<file path="config.mk">
export PLATFORM = sky130hd
export DESIGN_NAME = uart_rx_flat
export DESIGN_NICKNAME = d
export VERILOG_FILES = /design/src/rtl/uart_pkg.sv /design/src/rtl/uart_rx_if.sv /design/src/rtl/sync2.sv /design/src/rtl/uart_rx.sv /design/src/flat_wrapper.sv
export SDC_FILE = /design/constraint.sdc
export NUM_CORES = 1
export LEC_CHECK = 0
export BUFFER_PORTS_ARGS = -buffer_cell sky130_fd_sc_hd__buf_2
export CAP_MARGIN = 20
export CORE_UTILIZATION = 30
export CTS_BUF_LIST = sky130_fd_sc_hd__clkbuf_4
export CTS_CLUSTER_DIAMETER = 150
export CTS_CLUSTER_SIZE = 28
export DETAILED_ROUTE_END_ITERATION = 10
export PLACE_DENSITY = 0.53
export SETUP_SLACK_MARGIN = 0.5
export SYNTH_ARGS = -nofsm -noshare
export SYNTH_HDL_FRONTEND = slang
export SYNTH_SLANG_ARGS = --single-unit
</file>
<file path="constraint.sdc">
create_clock -name clk_i -period 2.5 [get_ports clk_i]
set_clock_uncertainty 0.1 [all_clocks]
set_input_delay 0.125 -clock clk_i [delete_from_list [all_inputs] [get_ports clk_i]]
set_output_delay 0.125 -clock clk_i [all_outputs]
set_load 0.03 [all_outputs]
</file>
<file path="src/rtl/uart_pkg.sv">
// rtl/uart_pkg.sv - shared UART types and constants
package uart_pkg;

    localparam int UART_DATA_BITS    = 8;
    localparam int UART_CLKS_PER_BIT = 434;

    typedef enum logic [2:0] {
        IDLE,
        START,
        DATA,
        STOP,
        BREAK
    } uart_rx_state_t;

endpackage

</file>
<file path="src/rtl/uart_rx_if.sv">
// rtl/uart_rx_if.sv - received-byte valid/ready handshake towards the bridge
interface uart_rx_if;
    import uart_pkg::*;

    logic [UART_DATA_BITS-1:0] data_o;
    logic                      valid_o;
    logic                      ready_i;

    modport master (output data_o, output valid_o, input ready_i);
    modport slave  (input data_o, input valid_o, output ready_i);
endinterface

</file>
<file path="src/rtl/sync2.sv">
// rtl/sync2.sv - generic 2-flop synchroniser for asynchronous inputs
module sync2 #(
    parameter logic RESET_VAL = 1'b1
) (
    input  logic clk_i,
    input  logic rst_i,
    input  logic d,
    output logic q
);
    logic meta;

    always_ff @(posedge clk_i) begin
        if (rst_i) begin
            meta <= RESET_VAL;
            q    <= RESET_VAL;
        end else begin
            meta <= d;
            q    <= meta;
        end
    end
endmodule

</file>
<file path="src/rtl/uart_rx.sv">
// rtl/uart_rx.sv - 8N1 serial receiver with one-byte holding register
module uart_rx
    import uart_pkg::*;
#(
    parameter int CLKS_PER_BIT = UART_CLKS_PER_BIT
) (
    input  logic              clk_i,
    input  logic              rst_i,
    input  logic              uart_rxd,
    uart_rx_if.master         rx,
    output logic              frame_err_o,
    output logic              overrun_o,
    output logic              busy_o
);
    localparam int            CW       = $clog2(CLKS_PER_BIT);
    localparam logic [CW-1:0] CNT_HALF = CW'(CLKS_PER_BIT / 2 - 1);
    localparam logic [CW-1:0] CNT_FULL = CW'(CLKS_PER_BIT - 1);
    localparam logic [2:0]    IDX_LAST = 3'(UART_DATA_BITS - 1);

    logic       rxd_s;
    logic       rxd_d_q;
    logic [1:0] settle_q;
    logic       fall;

    uart_rx_state_t            state_q, state_d;
    logic [CW-1:0]             cnt_q, cnt_d;
    logic [2:0]                idx_q, idx_d;
    logic [UART_DATA_BITS-1:0] shift_q, shift_d;
    logic [UART_DATA_BITS-1:0] data_q, data_d;
    logic                      valid_q, valid_d;
    logic                      frame_err_q, frame_err_d;
    logic                      overrun_q, overrun_d;

    sync2 #(.RESET_VAL(1'b1)) u_sync (
        .clk_i (clk_i),
        .rst_i (rst_i),
        .d     (uart_rxd),
        .q     (rxd_s)
    );

    // The synchroniser's reset value is not a real observation of the pin, so
    // the edge detector stays disarmed until the flops carry genuine samples.
    always_ff @(posedge clk_i) begin
        if (rst_i) begin
            settle_q <= 2'b00;
            rxd_d_q  <= 1'b0;
        end else begin
            settle_q <= {settle_q[0], 1'b1};
            rxd_d_q  <= rxd_s & settle_q[1];
        end
    end

    assign fall = rxd_d_q & ~rxd_s;

    always_ff @(posedge clk_i) begin
        if (rst_i) begin
            state_q     <= IDLE;
            cnt_q       <= '0;
            idx_q       <= '0;
            shift_q     <= '0;
            data_q      <= '0;
            valid_q     <= 1'b0;
            frame_err_q <= 1'b0;
            overrun_q   <= 1'b0;
        end else begin
            state_q     <= state_d;
            cnt_q       <= cnt_d;
            idx_q       <= idx_d;
            shift_q     <= shift_d;
            data_q      <= data_d;
            valid_q     <= valid_d;
            frame_err_q <= frame_err_d;
            overrun_q   <= overrun_d;
        end
    end

    always_comb begin
        state_d     = state_q;
        cnt_d       = cnt_q;
        idx_d       = idx_q;
        shift_d     = shift_q;
        data_d      = data_q;
        valid_d     = valid_q;
        frame_err_d = 1'b0;
        overrun_d   = 1'b0;

        if (valid_q && rx.ready_i) valid_d = 1'b0;

        case (state_q)
            IDLE: begin
                if (fall) begin
                    cnt_d   = CNT_HALF;
                    state_d = START;
                end
            end
            START: begin
                if (cnt_q == '0) begin
                    if (!rxd_s) begin
                        cnt_d   = CNT_FULL;
                        idx_d   = '0;
                        state_d = DATA;
                    end else begin
                        state_d = IDLE;
                    end
                end else begin
                    cnt_d = cnt_q - 1'b1;
                end
            end
            DATA: begin
                if (cnt_q == '0) begin
                    shift_d = {rxd_s, shift_q[UART_DATA_BITS-1:1]};
                    cnt_d   = CNT_FULL;
                    if (idx_q == IDX_LAST) state_d = STOP;
                    else                   idx_d   = idx_q + 1'b1;
                end else begin
                    cnt_d = cnt_q - 1'b1;
                end
            end
            STOP: begin
                if (cnt_q == '0) begin
                    if (!rxd_s) begin
                        frame_err_d = 1'b1;
                        state_d     = BREAK;
                    end else begin
                        // A byte being accepted this cycle frees the slot for the new one.
                        if (!valid_q || rx.ready_i) begin
                            data_d  = shift_q;
                            valid_d = 1'b1;
                        end else begin
                            overrun_d = 1'b1;
                        end
                        state_d = IDLE;
                    end
                end else begin
                    cnt_d = cnt_q - 1'b1;
                end
            end
            BREAK: begin
                if (rxd_s) state_d = IDLE;
            end
            default: state_d = IDLE;
        endcase
    end

    assign rx.data_o   = data_q;
    assign rx.valid_o  = valid_q;
    assign frame_err_o = frame_err_q;
    assign overrun_o   = overrun_q;
    assign busy_o      = (state_q != IDLE);
endmodule
</file>
<file path="src/flat_wrapper.sv">
// flat-port wrapper written by rule: the top's interface ports become plain ports
module uart_rx_flat import uart_pkg::*;
#(
    parameter int CLKS_PER_BIT = UART_CLKS_PER_BIT
)
  (clk_i, rst_i, uart_rxd, frame_err_o, overrun_o, busy_o, rx_data_o, rx_valid_o, rx_ready_i);
  uart_rx_if rx_i ();
  input  logic clk_i;
  input  logic rst_i;
  input  logic uart_rxd;
  output logic frame_err_o;
  output logic overrun_o;
  output logic busy_o;
  output wire logic [$bits(rx_i.data_o)-1:0] rx_data_o;
  output wire logic [$bits(rx_i.valid_o)-1:0] rx_valid_o;
  input wire logic [$bits(rx_i.ready_i)-1:0] rx_ready_i;
  assign rx_data_o = rx_i.data_o;
  assign rx_valid_o = rx_i.valid_o;
  assign rx_i.ready_i = rx_ready_i;
  uart_rx #(.CLKS_PER_BIT(CLKS_PER_BIT)) u_core (.clk_i(clk_i), .rst_i(rst_i), .uart_rxd(uart_rxd), .rx(rx_i), .frame_err_o(frame_err_o), .overrun_o(overrun_o), .busy_o(busy_o));
endmodule
</file>
# Yosys cells after proc, flatten, opt, wreduce, memory -nomap -nowiden
# Index checks and enable logic that the tools add are counted.
# word_totals
ff_bits,39
# op_classes
addsub,2
eq_ne,15
muxes,28
n_bitwise,5
n_reduce_logical,15
# op_table
op,count
two-way mux 9 bit,5
one-hot mux 9 bit (4 select lines),1
two-way mux 3 bit,11
one-hot mux 3 bit (5 select lines),1
"inequality test 2 x 1 -> 1 bit, second input constant",5
zero test 9 bit,1
"subtractor 9 x 1 -> 9 bit, second input constant",1
two-way mux 1 bit,8
"inequality test 2 bit, second input constant",4
AND reduction 4 bit,2
"equality test 3 x 2 -> 1 bit, second input constant",2
"equality test 3 bit, second input constant",2
one-hot mux 3 bit (2 select lines),1
AND reduction 6 bit,1
AND reduction 5 bit,1
nonzero test 4 bit,1
OR reduction 4 bit,1
"adder 3 x 1 -> 3 bit, second input constant",1
"equality test 3 x 1 -> 1 bit, second input constant",1
zero test 3 bit,1
"inequality test 3 bit, second input constant",1
NOT 1 bit,3
nonzero test 3 bit,1
OR reduction 3 bit,1
7 further kinds,8

# Depth between registers and ports, before layout
# Gate-level depths: netlist (run 1).
# logic_depth
depth_word,6
ltp_mapped,7

# By module
# From an unflattened synthesis (run 1), not the netlist that was laid out.
# unflattened
hier_cells,199
area_unflattened_um2,1863.0
# modules_own_cells
module,n_inst,cells_each,area_per_inst_um2,seq_area_each_um2
uart_rx,1,195,1810.5,740.7
sync2,1,4,52.6,40.0

# Least setup slack after synthesis (run 1)
# OpenSTA, ideal clock, no wires.
# synth_timing
path_type,register to register
from,reg u_core.cnt_q[0]
to,"reg u_core.data_q[0], in the netlist u_core.rx.data_o[0]"
setup_ns,0.128
arrival_time_ns,1.662
path_slack_ns,0.610
path_stages_with_launch,7
n_path_buf,0
period_less_slack_ns,1.890
path_cell_list,dfxtp_1 > inv_1 > ha_1 > nor4b_2 > nand4_2 > mux2i_1 > nor2_1
# synth_between
elab_chain_len,2
# synth_rtl
element,line_no,text
from (decl),uart_rx.sv:26,"logic [CW-1:0] cnt_q, cnt_d;"
from (signal assigned),uart_rx.sv:67,cnt_q <= cnt_d;
zero test 9 bit,uart_rx.sv:120,if (cnt_q == '0) begin
AND reduction 4 bit (no line),n/a,
to (signal assigned),uart_rx.sv:70,data_q <= data_d;
to (decl),uart_rx.sv:29,"logic [UART_DATA_BITS-1:0] data_q, data_d;"
# No other way between the ends.
# A chain may end at the register's enable or synchronous reset.

# Worst setup path in the final report (run 1)
# layout_timing
from,reg u_core.cnt_q[0]
to,reg u_core.cnt_q[7]
# layout_between
elab_chain_len,3
word_cells_on_any_way,9
cone_classes,add/sub: 1; eq/ne: 2; mux: 4; reduce/logical: 2
# layout_rtl
element,line_no
subtractor 9 x 1 -> 9 bit or zero test 9 bit (tied branches),n/a
"two-way mux 9 bit, or another cell as far along",uart_rx.sv:120
one-hot mux 9 bit (4 select lines) or AND reduction 4 bit (tied branches),n/a
# Several ways; a longest one is shown, not always the timed one. The select of a mux whose other input is x is not followed.

==> impl_metrics.json, run 1 <==
{
  "status": "finished clean",
  "io_pins": 16,
  "place_congestion": 0.895,
  "power.density_mw_per_mm2": 529,
  "ys.flop_type": "dfxtp_1",
  "synth_area_sq_mm": 0.00184,
  "ys_seq_area_frac": 0.423,
  "critPathArrivalTime_ns": 2.07,
  "synthArstFlopShare": 0,
  "n_fill_cell": 625,
  "rsz0062_at_grt": "true",
  "tightestPinTransition_ns": 0.608,
  "final.setup.tns_ns": 0,
  "first_iter_violations": 69,
  "dpl-instance-area_sq_mm": 0.00200,
  "vias": 1578,
  "die_area_sq_mm": 0.00646,
  "nets": 234,
  "grt_max_degree": 26,
  "relSlewSlack": 0.594,
  "ir_drop_v": 0.000201,
  "clkTransAtPathRegs_ns": 0.13,
  "switching_share": 0.236,
  "grt_usage": 0.142,
  "clock-sinks": 39,
  "dr.pass1.iters": 4,
  "drv_slew": 0,
  "grt_pass1_vias": 1460,
  "p_seq_frac": 0.561,
  "post_drt_wl_per_cell_um": 13.7,
  "period_needed_ns": 1.92,
  "p_comb_frac": 0.062,
  "reg2reg_depth": 6,
  "gr-total-overflow": 0,
  "r2r-end": "u_core.cnt_q[7]",
  "wirelength_um": 4150,
  "hp-class": "in -> reg",
  "period_share": 0.768,
  "cap_violations": 0,
  "setup_viol": 0,
  "p_switching_mw": 0.267,
  "cts_tree": "yes",
  "clockPowerShare": 0.377,
  "start_util": 0.311,
  "clockBufferDepth": 2,
  "std_cell_rows": 28,
  "die_h_um": 80.4,
  "syn_nets": 217,
  "power.internal_mw": 0.865,
  "hold_violations": 0,
  "synth_cell_types": 51,
  "post-route-drc-count": 0,
  "antenna_found_initial": 0,
  "synth_top_area_frac": 0.423,
  "min_to": "u_core.rx.data_o[4]",
  "holdCritStartpoint": "rst_i",
  "via_per_inst": 5.21,
  "numCtsBuffers": 5,
  "ys_ff_latch": 39,
  "antenna_left": 0,
  "grt_pass1_wl_um": 7000,
  "final_util": 0.361,
  "crit_path_start_kind": "flip-flop",
  "root_buffer": "clkbuf_4",
  "h-tree-depth": 2,
  "yosys_warnings": 0,
  "final_common_cell": "dfxtp_1",
  "rrSetupSlack_ns": 0.58,
  "synth_edf_count": 0,
  "yosys-top-cells-area": "dfxtp_1, a21oi_1, mux2i_1",
  "holdPathStages": 2,
  "final_area_sq_mm": 0.00214,
  "cp_max_fo": 5,
  "syn_area_per_cell_sq_um": 8.78,
  "r2r-start": "u_core.cnt_q[0]",
  "syn_inst": 210,
  "path_class": "reg -> reg",
  "die-width_um": 80.4,
  "critPathLaunch": "u_core.cnt_q[0]",
  "end_kind": "flip-flop",
  "required_ns": 2.66,
  "diodes": 0,
  "fmax_ghz": 0.521,
  "final_cell_mix": "dfxtp_1, a21oi_1, nor2_1",
  "dp_hpwl_um": 2820,
  "synth_top_area_cell": "dfxtp_1",
  "drive_gt1_frac": 0.202,
  "areaGrowthSynthToFinish_pct": 15.9,
  "portBuffers": 15,
  "core_sq_mm": 0.00592,
  "clock_latency_ns": 0.35,
  "cellLeakagePower_nw": 0.848
}
[sequential cells by signal (all words and copies together), names as in the netlist, 2 cells and up]
name and cells:
u_core.state_q 3, u_core.idx_q 3, u_core.rx.data_o 8, u_core.shift_q 8
u_core.cnt_q 9, u_core.settle_q 2
[stage by stage]
| stage | total power [mW] | hold WS (ns) | setup slack [ns] | std cells |
|---|---|---|---|---|
| floorplan | 0.694 | 0.129 | 0.610 | 210 |
| global placement | 0.714 | 0.209 | 0.473 | 292 |
| detailed placement | 0.713 | 0.216 | 0.464 | 292 |
| CTS | 1.15 | 0.0796 | 0.523 | 303 |
| global route | 1.19 | 0.0821 | 0.476 | 303 |
| finish | 1.13 | 0.0862 | 0.581 | 303 |
[synth_stat cells, types with 3 or more instances]
| library cell | count |
|---|---|
| dfxtp_1 | 39 |
| a21oi_1 | 24 |
| nor2_1 | 16 |
| nand2_1 | 13 |
| clkbuf_1 | 10 |
| mux2i_1 | 9 |
| nand3_1 | 9 |
| o21ai_0 | 9 |
| nand2b_1 | 6 |
| nor3_1 | 5 |
| inv_1 | 4 |
| nand4_1 | 4 |
| o211ai_1 | 4 |
| or2_2 | 4 |
| a211oi_1 | 3 |
| a31oi_1 | 3 |
| ha_1 | 3 |
| nor3b_1 | 3 |
[worst max-delay path by stage]
stage | endpoint | depth (start not counted)
floorplan | u_core.rx.data_o[0] | 6
global placement | u_core.cnt_q[7] | 6
detailed placement | u_core.cnt_q[7] | 6
CTS | u_core.state_q[2] | 4
global route | u_core.cnt_q[7] | 6
finish | u_core.cnt_q[7] | 6
[power groups by stage]
stage / logic [mW] / registers, mW / clock network (mW)
finish: 0.0705 / 0.635 / 0.426
detailed placement: 0.0635 / 0.649 / 0
floorplan: 0.0497 / 0.645 / 0
CTS: 0.0682 / 0.635 / 0.444
global placement: 0.0646 / 0.649 / 0
global route: 0.0777 / 0.637 / 0.472
[final cells by class]
class | count | area [sq um] | share of cell area
timing repair buffer | 22 | 133 | 0.0620
sequential | 39 | 786 | 0.367
tap | 75 | 93.8 | 0.0439
clock inverter | 3 | 43.8 | 0.0205
multi-input combinational | 155 | 1030 | 0.482
inverter | 4 | 15.0 | 0.00702
clock buffer | 5 | 37.5 | 0.0176
[logic make-up (layout without fill, tap and decap cells)]
logic type	after synthesis	in the layout	share of synthesized area
simple gates	85	85	0.277
compound gates	57	57	0.192
flops	39	39	0.423
buf+inv	16	34	0.0339
mux	9	9	0.0488
fa+ha+maj	3	3	0.0204
xor+xnor	1	1	0.00475
[critical path, cell delays in order (launching register included)]
cell      delay (ns)
dfxtp_2         0.35
inv_1           0.06
ha_2            0.20
or3b_4          0.43
o31ai_4         0.29
o211ai_1        0.13
a221oi_1        0.28
[timing repair]
action                                  4_1_cts  5_1_grt
gates resized for setup                       2        8
pin swaps                                     1        1
buffers inserted                              1        0
hold endpoints to repair                      2        0
hold buffers                                  2        0
endpoints found under the setup margin        2       23
[layer usage]
layer	part of all wire	global-route usage	up-vias
met5	0	0	-
met4	0.015	0.0607	0
met3	0.032	0.0375	7
met2	0.45	0.214	22
met1	0.50	0.189	740
li1	-	-	809
No activity file was read; power rests on OpenSTA's default activity.
==> inputs of run 2 (changes only) <==
clock period = 1.8 ns   (was 2.5 ns; I/O delays follow)
==> run 2 against run 1 <==
- cell count rose by 10%
- flip-flop and latch count did not move
- die area did not move
- sequential share of layout area fell by 7.4 points
- sequential power rose by 38%
- critical endpoint unchanged
- first-iteration DRC count rose by 7.2%
==> impl_metrics.json, run 2 (synthesis results as in run 1) <==
{
  "areaGrowthSynthToFinish_pct": 46.8,
  "period_share": 0.999,
  "cts_tree": "yes",
  "period_needed_ns": 1.80,
  "post-route-drc-count": 0,
  "gr-total-overflow": 0,
  "nets": 265,
  "cp_top_family": "compound AO/OA/AOI/OAI gates",
  "dr.pass1.iters": 4,
  "power.density_mw_per_mm2": 610,
  "path_class": "reg -> reg",
  "grt_max_degree": 31,
  "first_iter_violations": 74,
  "tightestPinTransition_ns": 0.589,
  "dp_hpwl_um": 3060,
  "core_sq_mm": 0.00592,
  "die_h_um": 80.4,
  "cp_slowest_stage_delay_ns": 0.41,
  "stdcell_count": 334,
  "h-tree-depth": 2,
  "cp_max_fo": 3,
  "antenna_found_initial": 0,
  "clock-sinks": 39,
  "std_cell_rows": 28,
  "place_congestion": 0.891,
  "grt_usage": 0.154,
  "crit_chain": "inv_2, ha_4, or3b_4, o31ai_4, o211ai_1, a221oi_1",
  "wirelength_um": 4800,
  "via_per_inst": 5.25,
  "portBuffers": 15,
  "end_kind": "flip-flop",
  "final_cell_mix": "dfxtp_1, buf_4, a21oi_1",
  "numCtsBuffers": 5,
  "final_util": 0.457,
  "antenna_left": 0,
  "ir_drop_v": 0.000252,
  "clock_latency_ns": 0.35,
  "hold_violations": 0,
  "status": "finished clean",
  "final_common_cell": "dfxtp_1",
  "hp-class": "in -> reg",
  "drive_gt1_frac": 0.425,
  "root_buffer": "clkbuf_4",
  "crit_slowest_cell": "or3b_4",
  "diodes": 0,
  "crit_path_start_kind": "flip-flop",
  "rsz0062_at_grt": "true",
  "required_ns": 1.97,
  "die-width_um": 80.4,
  "setup_viol": 0,
  "crit_buf_inv": 1,
  "grt_pass1_vias": 1634,
  "regMostFlops": "u_core.cnt_q",
  "relSlewSlack": 0.607,
  "io_pins": 16,
  "post_drt_wl_per_cell_um": 14.4,
  "cap_violations": 0,
  "fmax_ghz": 0.556,
  "cellLeakagePower_nw": 1.07,
  "critPathArrivalTime_ns": 1.97,
  "die_area_sq_mm": 0.00646,
  "grt_pass1_wl_um": 7630,
  "start_util": 0.311,
  "clkTransAtPathRegs_ns": 0.13,
  "drv_slew": 0,
  "dp.cells": 308,
  "vias": 1752,
  "largest_reg_flops": 9,
  "clockBufferDepth": 2
}
-- run 2: cell count changes in the layout (fill, tap and decap cells not counted), sizes merged --
cell         change
clkbuf           +2
buf             +30
dlygate4sd3      -1
-- run 2: layer usage --
layer,vias to the layer above,routed length [um],GRT usage
met2,34,2270,0.251
met5,-,0,0
met3,12,168,0.0420
li1,870,-,-
met1,836,2240,0.182
met4,0,121,0.0839
-- run 2: area by class of cell --
type	instances	area [sq um]
inverter	4	15.0
fill	568	3210
clock inverter	3	43.8
timing repair buffer	53	475
multi-input combinational	155	1250
sequential	39	795
tap	75	93.8
clock buffer	5	37.5
-- run 2: power by group --
| part | leakage [nW] | internal, mW | total [mW] | switching, mW |
|---|---|---|---|---|
| Combinational | 0.710 | 0.0876 | 0.180 | 0.0924 |
| Sequential | 0.320 | 0.869 | 0.878 | 0.00937 |
| Clock | 0.0452 | 0.292 | 0.594 | 0.302 |
-- run 2: metrics by stage --
step	power (mW)	hold WS [ns]	setup WS, ns	setup TNS [ns]	instance area [sq um]
2_1_floorplan	0.971	0.0938	0.0820	0	1930
3_3_place_gp	1.02	0.175	0.0224	0	2200
3_5_place_dp	1.02	0.178	0.0102	0	2200
4_1_cts	1.63	0.00544	0.0437	0	2440
5_1_grt	1.71	0.0358	-0.0314	-0.133	2710
6_report	1.65	0.0302	0.00148	0	2710
-- run 2: final timing paths --
| path | startpoint | end | slack (ns) | cells after the start |
|---|---|---|---|---|
| max | u_core.cnt_q[1] | u_core.cnt_q[7] | 0.001 | 6 |
| min | rx_ready_i | u_core.overrun_o | 0.03 | 3 |
| min reg2reg | u_core.u_sync.meta | u_core.u_sync.q | 0.32 | 1 |
| max reg2reg | u_core.cnt_q[1] | u_core.cnt_q[7] | 0.001 | 6 |
-- run 2: worst register-to-register path, stage by stage, from the launching register on --
cell,delay [ns]
dfxtp_2,0.34
inv_2,0.06
ha_4,0.14
or3b_4,0.41
o31ai_4,0.22
o211ai_1,0.16
a221oi_1,0.28
-- run 2: what timing repair did --
action,in CTS,in global routing
gates resized for setup,30,26
gates cloned,0,2
hold buffers,1,0
setup endpoints to repair,35,35
buffers inserted,4,11
pin swaps,15,10
hold endpoints to repair,1,0
==> inputs of run 3 (changes only) <==
RECOVER_POWER = 100   (was not set)
SETUP_SLACK_MARGIN = not set   (was 0.5)
==> run 3 against run 2 <==
- the run now ends with setup timing left
- via count fell by 3.5%
- first-iteration DRC count rose by 14%
- power rose by 6.3%
- count of clock-buffer cells in the layout did not move
- die area did not move
- hold slack improved by 0.29 ns
- utilization fell by 5.5 points
- non-clock buffer count fell by 4
- cell count fell by 1.2%
- design area fell by 12%
- largest cell class unchanged
- largest power group unchanged
==> impl_metrics.json, run 3 (synthesis results as in run 1) <==
{
  "grt_pass1_vias": 1515,
  "crit_slowest_cell": "or4b_1",
  "crit_chain": "or4b_1, and3_4, or4_1, a21oi_1",
  "power.density_mw_per_mm2": 737,
  "gr-total-overflow": 0,
  "clock-sinks": 39,
  "post-place-ws_ns": -0.000831,
  "violations": "setup timing",
  "critPathLaunch": "u_core.state_q[2]",
  "clock_latency_ns": 0.35,
  "die-width_um": 80.4,
  "io_pins": 16,
  "end_kind": "flip-flop",
  "ir_drop_v": 0.000300,
  "power.internal_mw": 1.36,
  "wirelength_um": 4510,
  "clockPowerShare": 0.425,
  "post-route-drc-count": 0,
  "grt_max_degree": 26,
  "clockBufferDepth": 2,
  "antenna_found_initial": 0,
  "dp_hpwl_um": 3180,
  "clkTransAtPathRegs_ns": 0.12,
  "fin_ws_ns": -0.0177,
  "path_class": "reg -> reg",
  "r2r-start": "u_core.state_q[2]",
  "drv_slew": 0,
  "cts_tree": "yes",
  "place_congestion": 0.890,
  "areaGrowthSynthToFinish_pct": 29.2,
  "grt_usage": 0.151,
  "final_common_cell": "dfxtp_1",
  "crit_path_start_kind": "flip-flop",
  "dr.pass1.iters": 4,
  "largest_reg_flops": 9,
  "period_needed_ns": 1.82,
  "regMostFlops": "u_core.cnt_q",
  "crit_buf_inv": 0,
  "rsz0062_at_grt": "true",
  "first_iter_violations": 84,
  "cp_slowest_stage_delay_ns": 0.51,
  "final.setup.tns_ns": -0.0177,
  "post_drt_wl_per_cell_um": 13.7,
  "critPathArrivalTime_ns": 2.01,
  "die_area_sq_mm": 0.00646,
  "cp_top_family": "simple AND/OR/NAND/NOR gates",
  "status": "finished, violations left",
  "drive_gt1_frac": 0.255,
  "via_per_inst": 5.12,
  "std_cell_rows": 28,
  "hold_violations": 0,
  "core_sq_mm": 0.00592,
  "hp-class": "in -> reg",
  "whs_ns": 0.324,
  "portBuffers": 15,
  "relSlewSlack": 0.241,
  "start_util": 0.311,
  "vias": 1690,
  "nets": 261,
  "p_switching_mw": 0.392,
  "numCtsBuffers": 5,
  "setup_viol": 1,
  "antenna_left": 0,
  "root_buffer": "clkbuf_4",
  "holdCritStartpoint": "rst_i",
  "final_cell_mix": "dfxtp_1, buf_4, a21oi_1",
  "p_seq_frac": 0.501,
  "diodes": 0,
  "switching_share": 0.223,
  "die_h_um": 80.4,
  "required_ns": 1.99,
  "tightestPinTransition_ns": 1.14,
  "grt_pass1_wl_um": 7430,
  "n_fill_cell": 614,
  "period_share": 1.01,
  "cellLeakagePower_nw": 0.956,
  "p_comb_frac": 0.075,
  "fmax_ghz": 0.550,
  "cp_max_fo": 5,
  "cap_violations": 0,
  "h-tree-depth": 2
}
## run 3: changes by cell type in the layout (fill, tap and decap cells not counted), moves of 5 or more
cell	change
buf_2	-11
clkbuf_1	+14
a21oi_1	+5
buf_6	-8
## run 3: worst reg2reg max path: cells and delay by family, from the launching register on
kind	cells	cell delay (ns)
simple gates	3	1.20
flops	1	0.33
compound gates	1	0.13
## run 3: routing by layer
| metal | track usage | routed length, um | vias up |
|---|---|---|---|
| met5 | 0 | 0 | - |
| met4 | 0.0607 | 60 | 0 |
| met3 | 0.0352 | 190 | 6 |
| met2 | 0.230 | 2080 | 34 |
| met1 | 0.202 | 2180 | 789 |
| li1 | - | - | 861 |
## run 3: final timing paths
path                            slack (ns)                  end  cells after the start
worst max register to register       -0.02    u_core.state_q[2]                      4
worst min-delay path                  0.32  u_core.rx.data_o[7]                      2
worst max-delay path                 -0.02    u_core.state_q[2]                      4
worst min register to register        0.36   u_core.settle_q[1]                      1
## run 3: final cells by class
| type | count | area, sq um | area share |
|---|---|---|---|
| multi-input combinational | 155 | 1060 | 0.446 |
| inverter | 4 | 15.0 | 0.00630 |
| clock inverter | 3 | 67.6 | 0.0283 |
| sequential | 39 | 785 | 0.329 |
| tap | 75 | 93.8 | 0.0394 |
| clock buffer | 5 | 37.5 | 0.0157 |
| timing repair buffer | 49 | 323 | 0.135 |
## run 3: stage by stage
stage / cells / instance area, sq um / util / power, mW
final: 330 / 2380 / 0.403 / 1.76
after CTS: 329 / 2360 / 0.399 / 1.77
after global routing: 330 / 2380 / 0.403 / 1.83
after global placement: 318 / 2220 / 0.376 / 1.02
after detailed placement: 318 / 2220 / 0.376 / 1.02
after floorplan: 210 / 1860 / - / 0.967
## run 3: power by group through the flow
stage | sequential [mW] | clock [mW] | combinational, mW
global placement | 0.898 | 0 | 0.123
global route | 0.881 | 0.805 | 0.144
detailed placement | 0.898 | 0 | 0.123
floorplan | 0.896 | 0 | 0.0714
CTS | 0.879 | 0.761 | 0.128
finish | 0.879 | 0.746 | 0.131
## run 3: repair_timing
item	4_1_cts	5_1_grt
pin swaps	1	3
cloned	0	0
endpoints found under the setup margin	4	20
hold buffers	2	0
gates resized for setup	2	14
buffers inserted	1	1
hold endpoints to repair	3	0
